<file path="src/rtl/psum_drain_pkg.sv">
// Shared types and sizing for the PE partial-sum drain path.
// The PSUM_DRAIN_SKID_EN build option is resolved in psum_drain.sv; nothing here depends on it.
package psum_drain_pkg;

    localparam int PEROW   = 8;
    localparam int PSUMDWD = 32;
    localparam int PBDWD   = 32;
    localparam int PBAWD   = 10;
    localparam int SUMWD   = PEROW * PSUMDWD;
    localparam int BEATWD  = $clog2(PEROW);
    localparam int LANEWD  = $clog2(PSUMDWD);

    typedef enum logic {
        D16 = 1'b0,
        D32 = 1'b1
    } psum_mode_e;

    typedef enum logic {
        IDLE  = 1'b0,
        DRAIN = 1'b1
    } drain_state_e;

    typedef struct packed {
        logic [SUMWD-1:0] sum;
        psum_mode_e       mode;
        logic [PBAWD-1:0] base;
    } pd_vec_t;

    // D16 packs two rows per word, so it needs half the beats of D32.
    function automatic logic [BEATWD-1:0] last_beat_idx(input psum_mode_e mode);
        return (mode == D32) ? BEATWD'(PEROW - 1) : BEATWD'(PEROW / 2 - 1);
    endfunction

endpackage

</file>
<file path="src/rtl/psum_pack.sv">
// Combinational beat formatter: picks the lane(s) for the current beat and forms the
// buffer address and write word.
module psum_pack
    import psum_drain_pkg::*;
(
    input  logic [SUMWD-1:0]  sum,
    input  logic              mode,
    input  logic [PBAWD-1:0]  base,
    input  logic [BEATWD-1:0] beat,
    output logic [PBAWD-1:0]  waddr,
    output logic [PBDWD-1:0]  wdata
);

    logic [BEATWD-1:0] lane_lo;
    logic [BEATWD-1:0] lane_hi;

    assign lane_lo = {beat[BEATWD-2:0], 1'b0};
    assign lane_hi = {beat[BEATWD-2:0], 1'b1};

    always_comb begin
        // NOTE: default first so every path assigns wdata and no latch is inferred.
        wdata = '0;
        if (psum_mode_e'(mode) == D32) begin
            wdata = sum[{beat, {LANEWD{1'b0}}} +: PBDWD];
        end else begin
            wdata = {sum[{lane_hi, {LANEWD{1'b0}}} +: 16],
                     sum[{lane_lo, {LANEWD{1'b0}}} +: 16]};
        end
    end

    // Wraps modulo 2^PBAWD by construction.
    assign waddr = base + PBAWD'(beat);

endmodule

</file>
<file path="src/rtl/psum_drain.sv">
// Captures one PE psum vector per PS transfer and serializes it onto the psum buffer write port.
// Build option: PSUM_DRAIN_SKID_EN adds a one-vector skid register for gap-free back-to-back vectors.
module psum_drain
    import psum_drain_pkg::*;
(
    input  logic               i_clk,
    input  logic               i_rst,
    input  logic               PS_rdy,
    output logic               PS_ack,
    input  logic [SUMWD-1:0]   i_sum,
    input  logic               i_mode,
    input  logic [PBAWD-1:0]   i_base,
    output logic               PB_rdy,
    input  logic               PB_ack,
    output logic [PBAWD-1:0]   o_waddr,
    output logic [PBDWD-1:0]   o_wdata,
    output logic               o_busy
);

    drain_state_e      state, state_nxt;
    logic [BEATWD-1:0] beat, beat_nxt;
    pd_vec_t           main_q, main_d, in_vec, skid_q;
    logic              main_en;
    logic              skid_full;
    logic              ps_xfer;
    logic              pb_beat;
    logic              last_beat;

    assign in_vec    = '{sum: i_sum, mode: psum_mode_e'(i_mode), base: i_base};
    assign ps_xfer   = PS_rdy && PS_ack;
    assign pb_beat   = (state == DRAIN) && PB_ack;
    assign last_beat = pb_beat && (beat == last_beat_idx(main_q.mode));

`ifdef PSUM_DRAIN_SKID_EN
    logic skid_load;
    logic skid_clr;

    // A transfer landing on the last beat goes straight to main instead.
    assign skid_load = ps_xfer && (state == DRAIN) && !last_beat;
    assign skid_clr  = last_beat && skid_full;
    assign PS_ack    = !skid_full;

    always_ff @(posedge i_clk or negedge i_rst) begin
        if (!i_rst) begin
            skid_full <= 1'b0;
            skid_q    <= '0;
        end else if (skid_load) begin
            skid_full <= 1'b1;
            skid_q    <= in_vec;
        end else if (skid_clr) begin
            skid_full <= 1'b0;
        end
    end
`else
    assign skid_full = 1'b0;
    assign skid_q    = '0;
    assign PS_ack    = (state == IDLE);
`endif

    always_comb begin
        state_nxt = state;
        beat_nxt  = beat;
        main_en   = 1'b0;
        main_d    = in_vec;
        case (state)
            IDLE: begin
                if (ps_xfer) begin
                    main_en   = 1'b1;
                    beat_nxt  = '0;
                    state_nxt = DRAIN;
                end
            end
            DRAIN: begin
                if (last_beat) begin
                    beat_nxt = '0;
                    if (skid_full) begin
                        main_en = 1'b1;
                        main_d  = skid_q;
                    end else if (ps_xfer) begin
                        main_en = 1'b1;
                    end else begin
                        state_nxt = IDLE;
                    end
                end else if (pb_beat) begin
                    beat_nxt = beat + BEATWD'(1);
                end
            end
            default: state_nxt = IDLE;
        endcase
    end

    always_ff @(posedge i_clk or negedge i_rst) begin
        if (!i_rst) begin
            // NOTE: non-blocking assignments for all state so every flop samples pre-edge values.
            state  <= IDLE;
            beat   <= '0;
            main_q <= '0;
        end else begin
            state <= state_nxt;
            beat  <= beat_nxt;
            if (main_en) begin
                main_q <= main_d;
            end
        end
    end

    psum_pack u_pack (
        .sum   (main_q.sum),
        .mode  (main_q.mode),
        .base  (main_q.base),
        .beat  (beat),
        .waddr (o_waddr),
        .wdata (o_wdata)
    );

    assign PB_rdy = (state == DRAIN);
    assign o_busy = (state == DRAIN) || skid_full;

endmodule
</file>
<file path="config.mk">
export PLATFORM = sky130hd
export DESIGN_NAME = psum_drain
export DESIGN_NICKNAME = d
export VERILOG_FILES = /design/src/rtl/psum_drain_pkg.sv /design/src/rtl/psum_pack.sv /design/src/rtl/psum_drain.sv
export SDC_FILE = /design/constraint.sdc
export NUM_CORES = 1
export LEC_CHECK = 0
export CAP_MARGIN = 20
export CORE_ASPECT_RATIO = 0.75
export CORE_UTILIZATION = 55
export DETAILED_ROUTE_END_ITERATION = 8
export GPL_TIMING_DRIVEN = 0
export HOLD_SLACK_MARGIN = 0.06
export PLACE_DENSITY = 0.86
export SLEW_MARGIN = 10
export SYNTH_ARGS = -nofsm -noshare
export SYNTH_HDL_FRONTEND = slang
export SYNTH_HIERARCHICAL = 1
export SYNTH_SLANG_ARGS = --single-unit
</file>
<file path="constraint.sdc">
create_clock -name i_clk -period 3.4 [get_ports i_clk]
set_input_delay 0.68 -clock i_clk [delete_from_list [all_inputs] [get_ports i_clk]]
set_output_delay 0.68 -clock i_clk [all_outputs]
set_load 0.005 [all_outputs]
</file>
==> results of run 1 <==
-- report_power, final --
| group | internal (mW) | total [mW] | switching [mW] |
|---|---|---|---|
| Combinational | 5.99 | 10.2 | 4.22 |
| Clock | 2.02 | 3.36 | 1.35 |
| Sequential | 4.89 | 6.21 | 1.32 |
-- how the worst max path moves through the flow --
stage                  from           to  slack [ns]
floorplan           beat[1]   o_waddr[4]        0.86
global placement      i_rst   main_q[22]       -9.89
detailed placement  beat[1]   o_waddr[4]       -0.15
CTS                 beat[0]  o_wdata[29]      -0.001
global route        beat[0]  o_wdata[20]       -0.05
finish              beat[0]  o_wdata[20]       -0.02
-- cells in the final DEF, fill, tap and decap left out, types with 13 or more instances in the layout --
cell type	synthesis	routed
a21oi_1	16	13
buf_4	9	15
buf_6	24	22
buf_8	13	23
clkbuf_16	0	29
clkdlybuf4s50_1	0	299
dfrtp_1	271	268
inv_1	13	13
mux2_2	89	85
mux2_4	210	214
mux2i_1	93	89
mux4_2	39	39
nor2_1	31	31
o22ai_1	41	39
-- registers in the layout (all words and copies together), names as in the netlist --
register / count
PB_rdy: 1
beat: 3
main_q: 267
-- synthesized netlist by cell type, types with 2 or more instances --
library cell,instances
xor2_1,2
xnor2_1,7
o211ai_1,5
nand2_1,8
a21o_1,3
clkbuf_1,9
o22ai_1,41
mux2i_1,93
nand2b_1,4
o21ai_1,5
ha_1,4
mux4_2,39
buf_8,13
inv_1,13
a221oi_1,11
dfrtp_1,271
mux2_2,89
o21ai_0,3
nor2_1,31
nand3_1,5
nor2b_1,2
and3_1,2
a22oi_1,5
buf_4,9
a21oi_1,16
buf_2,14
mux2_4,210
buf_6,24
-- timing repair --
action	in CTS	in global routing
pin swaps	4	4
endpoints found under the setup margin	37	27
gates resized for setup	65	40
hold endpoints to repair	0	0
setup buffers	4	8
-- cell type report --
type | instances | area [sq um] | share of cell area
diodes | 5 | 12.5 | 0.000641
plain buffers | 69 | 825 | 0.0423
clock buffers | 36 | 792 | 0.0406
clock inverters | 16 | 208 | 0.0106
inverters | 13 | 48.8 | 0.00250
multi-input cells | 594 | 7110 | 0.365
flip-flops and latches | 271 | 6790 | 0.348
well taps | 338 | 423 | 0.0217
repair buffers | 329 | 3300 | 0.169
-- stage by stage --
stage               instance area (sq um)  hold slack [ns]  TNS (ns)
CTS                                 19300            0.110  -0.00239
global placement                    18000            0.486  -2672.07
detailed placement                  18100            0.490    -0.438
finish                              19500           0.0914   -0.0224
global route                        19500            0.130    -0.167
floorplan                           14500            0.384         0
-- layer usage --
| metal | vias to the layer above | routed length, um | GRT usage |
|---|---|---|---|
| met4 | 6 | 1540 | 0.112 |
| met2 | 588 | 21300 | 0.543 |
| li1 | 4248 | - | - |
| met5 | - | 35 | 0 |
| met3 | 121 | 5350 | 0.118 |
| met1 | 5178 | 18900 | 0.467 |
-- cell families (layout without fill, tap and decap cells) --
group / after synthesis / after routing / synth area share
adder cells (fa/ha/maj): 5 / 5 / 0.00485
other: 0 / 5 / 0
multiplexers: 432 / 432 / 0.413
flip-flops: 271 / 271 / 0.469
buffers and inverters: 84 / 463 / 0.0491
AO/OA/AOI/OAI: 91 / 91 / 0.0407
AND/OR/NAND/NOR: 57 / 57 / 0.0178
XOR/XNOR: 9 / 9 / 0.00545
==> metrics.md, run 1 <==
| Metric | Value |
|---|---|
| RSZ-0062 raised after global routing | `yes` |
| Cell family with most CP delay | `buffers and inverters` |
| Min-Delay Path Class | `input pin to async pin` |
| Synth Warn # | `6` |
| Port Buffers | `315` |
| Final #Nets | `1,582` |
| Yosys top cell area share | `0.469` |
| Die area | `0.0270 sq mm` |
| Vias per cell | `6.07` |
| Post-synth EDFFs | `0` |
| Syn Inst Count | `949` |
| Hold_buf cts | `0` |
| Pre-CTS worst setup slack | `-0.151 ns` |
| Synth area leaders | `dfrtp_1 47%, mux2_4 22%, mux2_2 6.9%, mux2i_1 6.4%, mux4_2 6.1%` |
| Mean Syn Cell Area | `15.2 sq um` |
| Yosys cell types | `39` |
| Slew Limit Fails | `0` |
| Total track usage | `0.351` |
| #FFs+latches synth | `271` |
| PnR worst setup slack | `-0.0224 ns` |
| CP arrival | `2.74 ns` |
| Top_reg_cell synth | `dfrtp_1` |
| Max VDD drop | `0.000553 V` |
| Slowest stage delay, CP | `0.45 ns` |
| Die height | `142 um` |
| Vias | `10,141` |
| Die Width | `189 um` |
| Max-Cap Viols | `0` |
| Crit path time final | `3.42 ns` |
| DRT Pass-1 Iters | `7` |
| Layout cells sized above 1 | `0.373` |
| Reg2reg end | `main_q[266]` |
| Status | `finished, violations left` |
| Initial DRC count | `834` |
| Seq/Total Area, Yosys | `0.469` |
| Worst Max-Slew Pin Slew | `0.677 ns` |
| Final std cells w/o fill | `1,671` |
| Violated checks | `negative setup slack` |
| Core area | `0.0254 sq mm` |
| Worst Setup Path Type | `flop to output port` |
| Crit-path cells | `buf_12, buf_6, mux2_2, o22ai_4, a221oi_2, mux2_2, clkdlybuf4s50_1` |
| Root buffer cell | `clkbuf_16` |
| R2R Setup Slk | `1.63 ns` |
| Post-DP HPWL | `33,300 um` |
| TritonCTS clock tree | `done` |
| Setup Skew | `0.0122 ns` |
| Pin count of the biggest net entering global routing | `113` |
| Post-Place Cells | `1,604` |
| Worst-path clk slew | `0.06 ns` |
| Fill cells | `1,495` |
| Pleak | `8.46 nW` |
| Detail Route Antenna Nets | `0` |
| Setup violators final | `1` |
| Cell taking the most area after synthesis | `dfrtp_1` |
| Vias in the first global route | `10,758` |
| Clk buf depth | `3` |
| Total routed wirelength | `47,200 um` |
| Critical-path top delay cell | `clkdlybuf4s50_1` |
| Total CTS buffers | `28` |
| Worst-path fanout max | `10` |
| Power, Total | `19.8 mW` |
| Row count | `50` |
| Critical Path Stages | `7` |
| Initial core utilization | `0.569` |
| Total grt overflow | `0` |
| Clk sinks | `271` |
| Tcrit/Tclk final | `1.01` |
| Crit path capture type | `output port` |
| Clk_lat worst skew | `0.54 ns` |
| Pwr dens | `1010 mW/mm^2` |
| Utilization after layout | `0.768` |
| Area grow syn2layout | `34.9%` |
| Achievable Freq | `292 MHz` |
| DRC errors left | `0` |
| Final hold viol count | `0` |
| Number of I/O pins | `316` |
| GPL Wtd Cong | `0.870` |
| H-tree levels | `1` |
| Setup crit start kind | `flop` |
| Worst EP required | `2.72 ns` |
| Most frequent CP cell | `mux2_2` |
| Slew headroom | `0.548` |
| Fraction of registers with async set or reset after synthesis | `1.00` |
| R2R depth | `4` |
| Initial antenna violation count | `8` |
| Post-DR wirelength/cell | `28.2 um` |
| First-pass GRT wire length | `68,600 um` |
| Netlist Area Pre-Place | `0.0145 sq mm` |
| Worst path bufs/invs | `3` |
| Syn nets | `1,225` |
| Worst reg2reg startpoint | `PB_rdy` |
(Power assumes the default switching activity.)
==> run 2: changes to the inputs <==
Settings changed: ABC_CLOCK_PERIOD_IN_PS set to 3400.
==> results of run 2 <==
No change in the layout: final DEF, timing and power equal those of run 1.
==> run 3: changes to the inputs <==
Settings changed: ABC_CLOCK_PERIOD_IN_PS 3400 to 3800, CORE_UTILIZATION 55 to 52, PLACE_DENSITY 0.86 to 0.82.
Clock period 3.4 ns to 3.8 ns, I/O delays scaled along.
==> run 3 against run 2 <==
  * Highest routed layer unchanged
  * Design area fell by 1.8%
  * Utilization shrank 6.2 points
  * Flip-flop and latch count stayed put
  * The flow now finishes without violations
  * Clock-buffer cell count rose by 7
  * Clock power is 16% lower
  * Via count decreased by 2.6%
  * Total power shrank 13%
  * Critical endpoint is now o_wdata[25]
  * Wire length is 3.1% lower
  * Die area up 5.7%
  * Sequential power decreased by 11%
  * Sequential share of layout area grew 0.64 points
==> metrics.md, run 3 (synthesis results as in run 1) <==
| Metric | Value |
|---|---|
| Root buffer cell | `clkbuf_16 (unchanged)` |
| Reg2reg end | `main_q[266] (unchanged)` |
| Sw power | `5.95 mW (was 6.88 mW)` |
| GPL Wtd Cong | `0.900 (was 0.870)` |
| Pin count of the biggest net entering global routing | `111 (was 113)` |
| Crit path time final | `3.79 ns` |
| Setup violators final | `0 (was 1)` |
| DRT Pass-1 Iters | `6 (was 7)` |
| H-tree levels | `1 (unchanged)` |
| Clk_lat worst skew | `0.54 ns (about the same)` |
| Detail Route Antenna Nets | `0 (unchanged)` |
| Cell Int Power | `11.2 mW (was 12.9 mW)` |
| Vias in the first global route | `10,508 (was 10,758)` |
| Final std cells w/o fill | `1,672 (was 1,671)` |
| Vias per cell | `5.91 (was 6.07)` |
| Total CTS buffers | `28 (unchanged)` |
| Clk buf depth | `3 (unchanged)` |
| Layout cells sized above 1 | `0.351 (was 0.373)` |
| Total track usage | `0.325 (was 0.351)` |
| Vias | `9,881 (was 10,141)` |
| Row count | `52 (was 50)` |
| Largest Register | `main_q (unchanged)` |
| Post-Place Cells | `1,617 (was 1,604)` |
| Switching Fraction | `0.347 (was 0.348)` |
| Hold WS | `0.198 ns (was 0.0914 ns)` |
| Worst EP required | `3.04 ns (was 2.72 ns)` |
| Die height | `146 um (was 142 um)` |
| Worst Setup Path Type | `flop to output port (unchanged)` |
| Max reg flops | `267 (unchanged)` |
| Pwr dens | `895 mW/mm^2 (was 1010 mW/mm^2)` |
| Reg power frac | `0.322 (was 0.314)` |
| Post-DP HPWL | `33,000 um (was 33,300 um)` |
| R2R depth | `4 (unchanged)` |
| Total grt overflow | `0 (unchanged)` |
| TritonCTS clock tree | `done (unchanged)` |
| Post-DR wirelength/cell | `27.3 um (was 28.2 um)` |
| Hold_buf cts | `0 (unchanged)` |
| DRC errors left | `0 (unchanged)` |
| Worst-path fanout max | `10 (unchanged)` |
| CP arrival | `3.03 ns (was 2.74 ns)` |
| Min-Delay Path Class | `input pin to async pin (unchanged)` |
| Clk sinks | `271 (unchanged)` |
| Worst reg2reg startpoint | `PB_rdy (unchanged)` |
| Achievable Freq | `264 MHz` |
| Setup crit start kind | `flop (unchanged)` |
| First-pass GRT wire length | `67,900 um (was 68,600 um)` |
| Die area | `0.0285 sq mm (was 0.0270 sq mm)` |
| Worst-path clk slew | `0.06 ns (about the same)` |
| Max VDD drop | `0.000468 V (was 0.000553 V)` |
| Slew Limit Fails | `0 (unchanged)` |
| Die Width | `195 um (was 189 um)` |
| Tcrit/Tclk final | `0.998` |
| Slew headroom | `0.471 (was 0.548)` |
| Crit path capture type | `output port (unchanged)` |
| Area grow syn2layout | `32.5% (was 34.9%)` |
| Clock power share | `0.164 (was 0.170)` |
| Final #Nets | `1,573 (was 1,582)` |
| Total routed wirelength | `45,700 um (was 47,200 um)` |
| Core area | `0.0271 sq mm (was 0.0254 sq mm)` |
| Combinational share of power | `0.514 (was 0.516)` |
| Initial DRC count | `858 (was 834)` |
| Final hold viol count | `0 (unchanged)` |
| Pleak | `8.22 nW (was 8.46 nW)` |
| Initial core utilization | `0.533 (was 0.569)` |
| Dpl cell area | `0.0181 sq mm (about the same)` |
| Number of I/O pins | `316 (unchanged)` |
| Most common cell after layout, fill and taps aside | `clkdlybuf4s50_1 (unchanged)` |
| Worst Max-Slew Pin Slew | `0.793 ns (was 0.677 ns)` |
| Max-Cap Viols | `0 (unchanged)` |
| RSZ-0062 raised after global routing | `no (was yes)` |
| Port Buffers | `315 (unchanged)` |
| Commonest cells after routing, fill and taps aside | `314 x clkdlybuf4s50_1, 268 x dfrtp_1, 210 x mux2_4 (was 299 x clkdlybuf4s50_1, 268 x dfrtp_1, 214 x mux2_4)` |
| Initial antenna violation count | `7 (was 8)` |
| Status | `finished clean (was finished, violations left)` |
| R2R Setup Slk | `2.05 ns (was 1.63 ns)` |
| Finished layout cell area | `0.0192 sq mm (was 0.0195 sq mm)` |
| Setup Skew | `0.0107 ns (was 0.0122 ns)` |
| Power, Total | `17.2 mW (was 19.8 mW)` |
[run 3: layer usage]
| metal | GRT usage | up-vias | wire [um] |
|---|---|---|---|
| li1 | - | 4218 | - |
| met5 | 0 | - | 34 |
| met1 | 0.449 | 5021 | 19000 |
| met4 | 0.0897 | 6 | 1190 |
| met3 | 0.0908 | 86 | 4830 |
| met2 | 0.502 | 550 | 20700 |
[run 3: repair_timing]
action / in CTS / in global routing
gates resized for setup: 14 / 13
setup buffers: 1 / 0
endpoints found under the setup margin: 24 / 25
cloned: 0 / 0
[run 3: cell type report]
type	instances	area (sq um)
antenna	3	7.51
buffer	71	702
clock buffer	43	838
clock inverter	8	98.8
fill	1838	7970
inverter	13	48.8
multi-input combinational	594	7020
sequential	271	6790
tap	351	439
timing repair buffer	318	3220
[run 3: how the worst max path moves through the flow]
stage | cells past startpoint | from | endpoint | slack [ns]
final | 7 | beat[1] | o_wdata[25] | 0.007
after global routing | 7 | beat[1] | o_wdata[25] | 0.006
after CTS | 7 | beat[1] | o_wdata[26] | 0.00006
after detailed placement | 10 | beat[1] | o_waddr[8] | 0.18
after global placement | 1 | i_rst | main_q[180] | -9.55
after floorplan | 9 | beat[1] | o_waddr[4] | 1.18
[run 3: worst max-delay path: stages, from the launching register on]
cell	delay, ns
dfrtp_2	0.44
buf_6	0.16
nand2_1	0.27
clkbuf_4	0.34
o22ai_1	0.12
a221oi_1	0.36
mux2_2	0.23
clkdlybuf4s50_1	0.57
[run 3: power by group through the flow]
stage	clock (mW)	combinational, mW	sequential, mW
CTS	2.84	8.67	5.49
global route	2.96	9.21	5.68
global placement	0	8.36	5.44
floorplan	0	5.68	5.07
finish	2.81	8.82	5.53
detailed placement	0	8.52	5.51
[run 3: through the flow]
| stage | utilization | setup WS, ns | TNS (ns) |
|---|---|---|---|
| 2_1_floorplan | - | 1.18 | 0 |
| 3_3_place_gp | 0.665 | -9.55 | -2581.98 |
| 3_5_place_dp | 0.668 | 0.184 | 0 |
| 4_1_cts | 0.704 | 0.0000600 | 0 |
| 5_1_grt | 0.706 | 0.00617 | 0 |
| 6_report | 0.706 | 0.00736 | 0 |
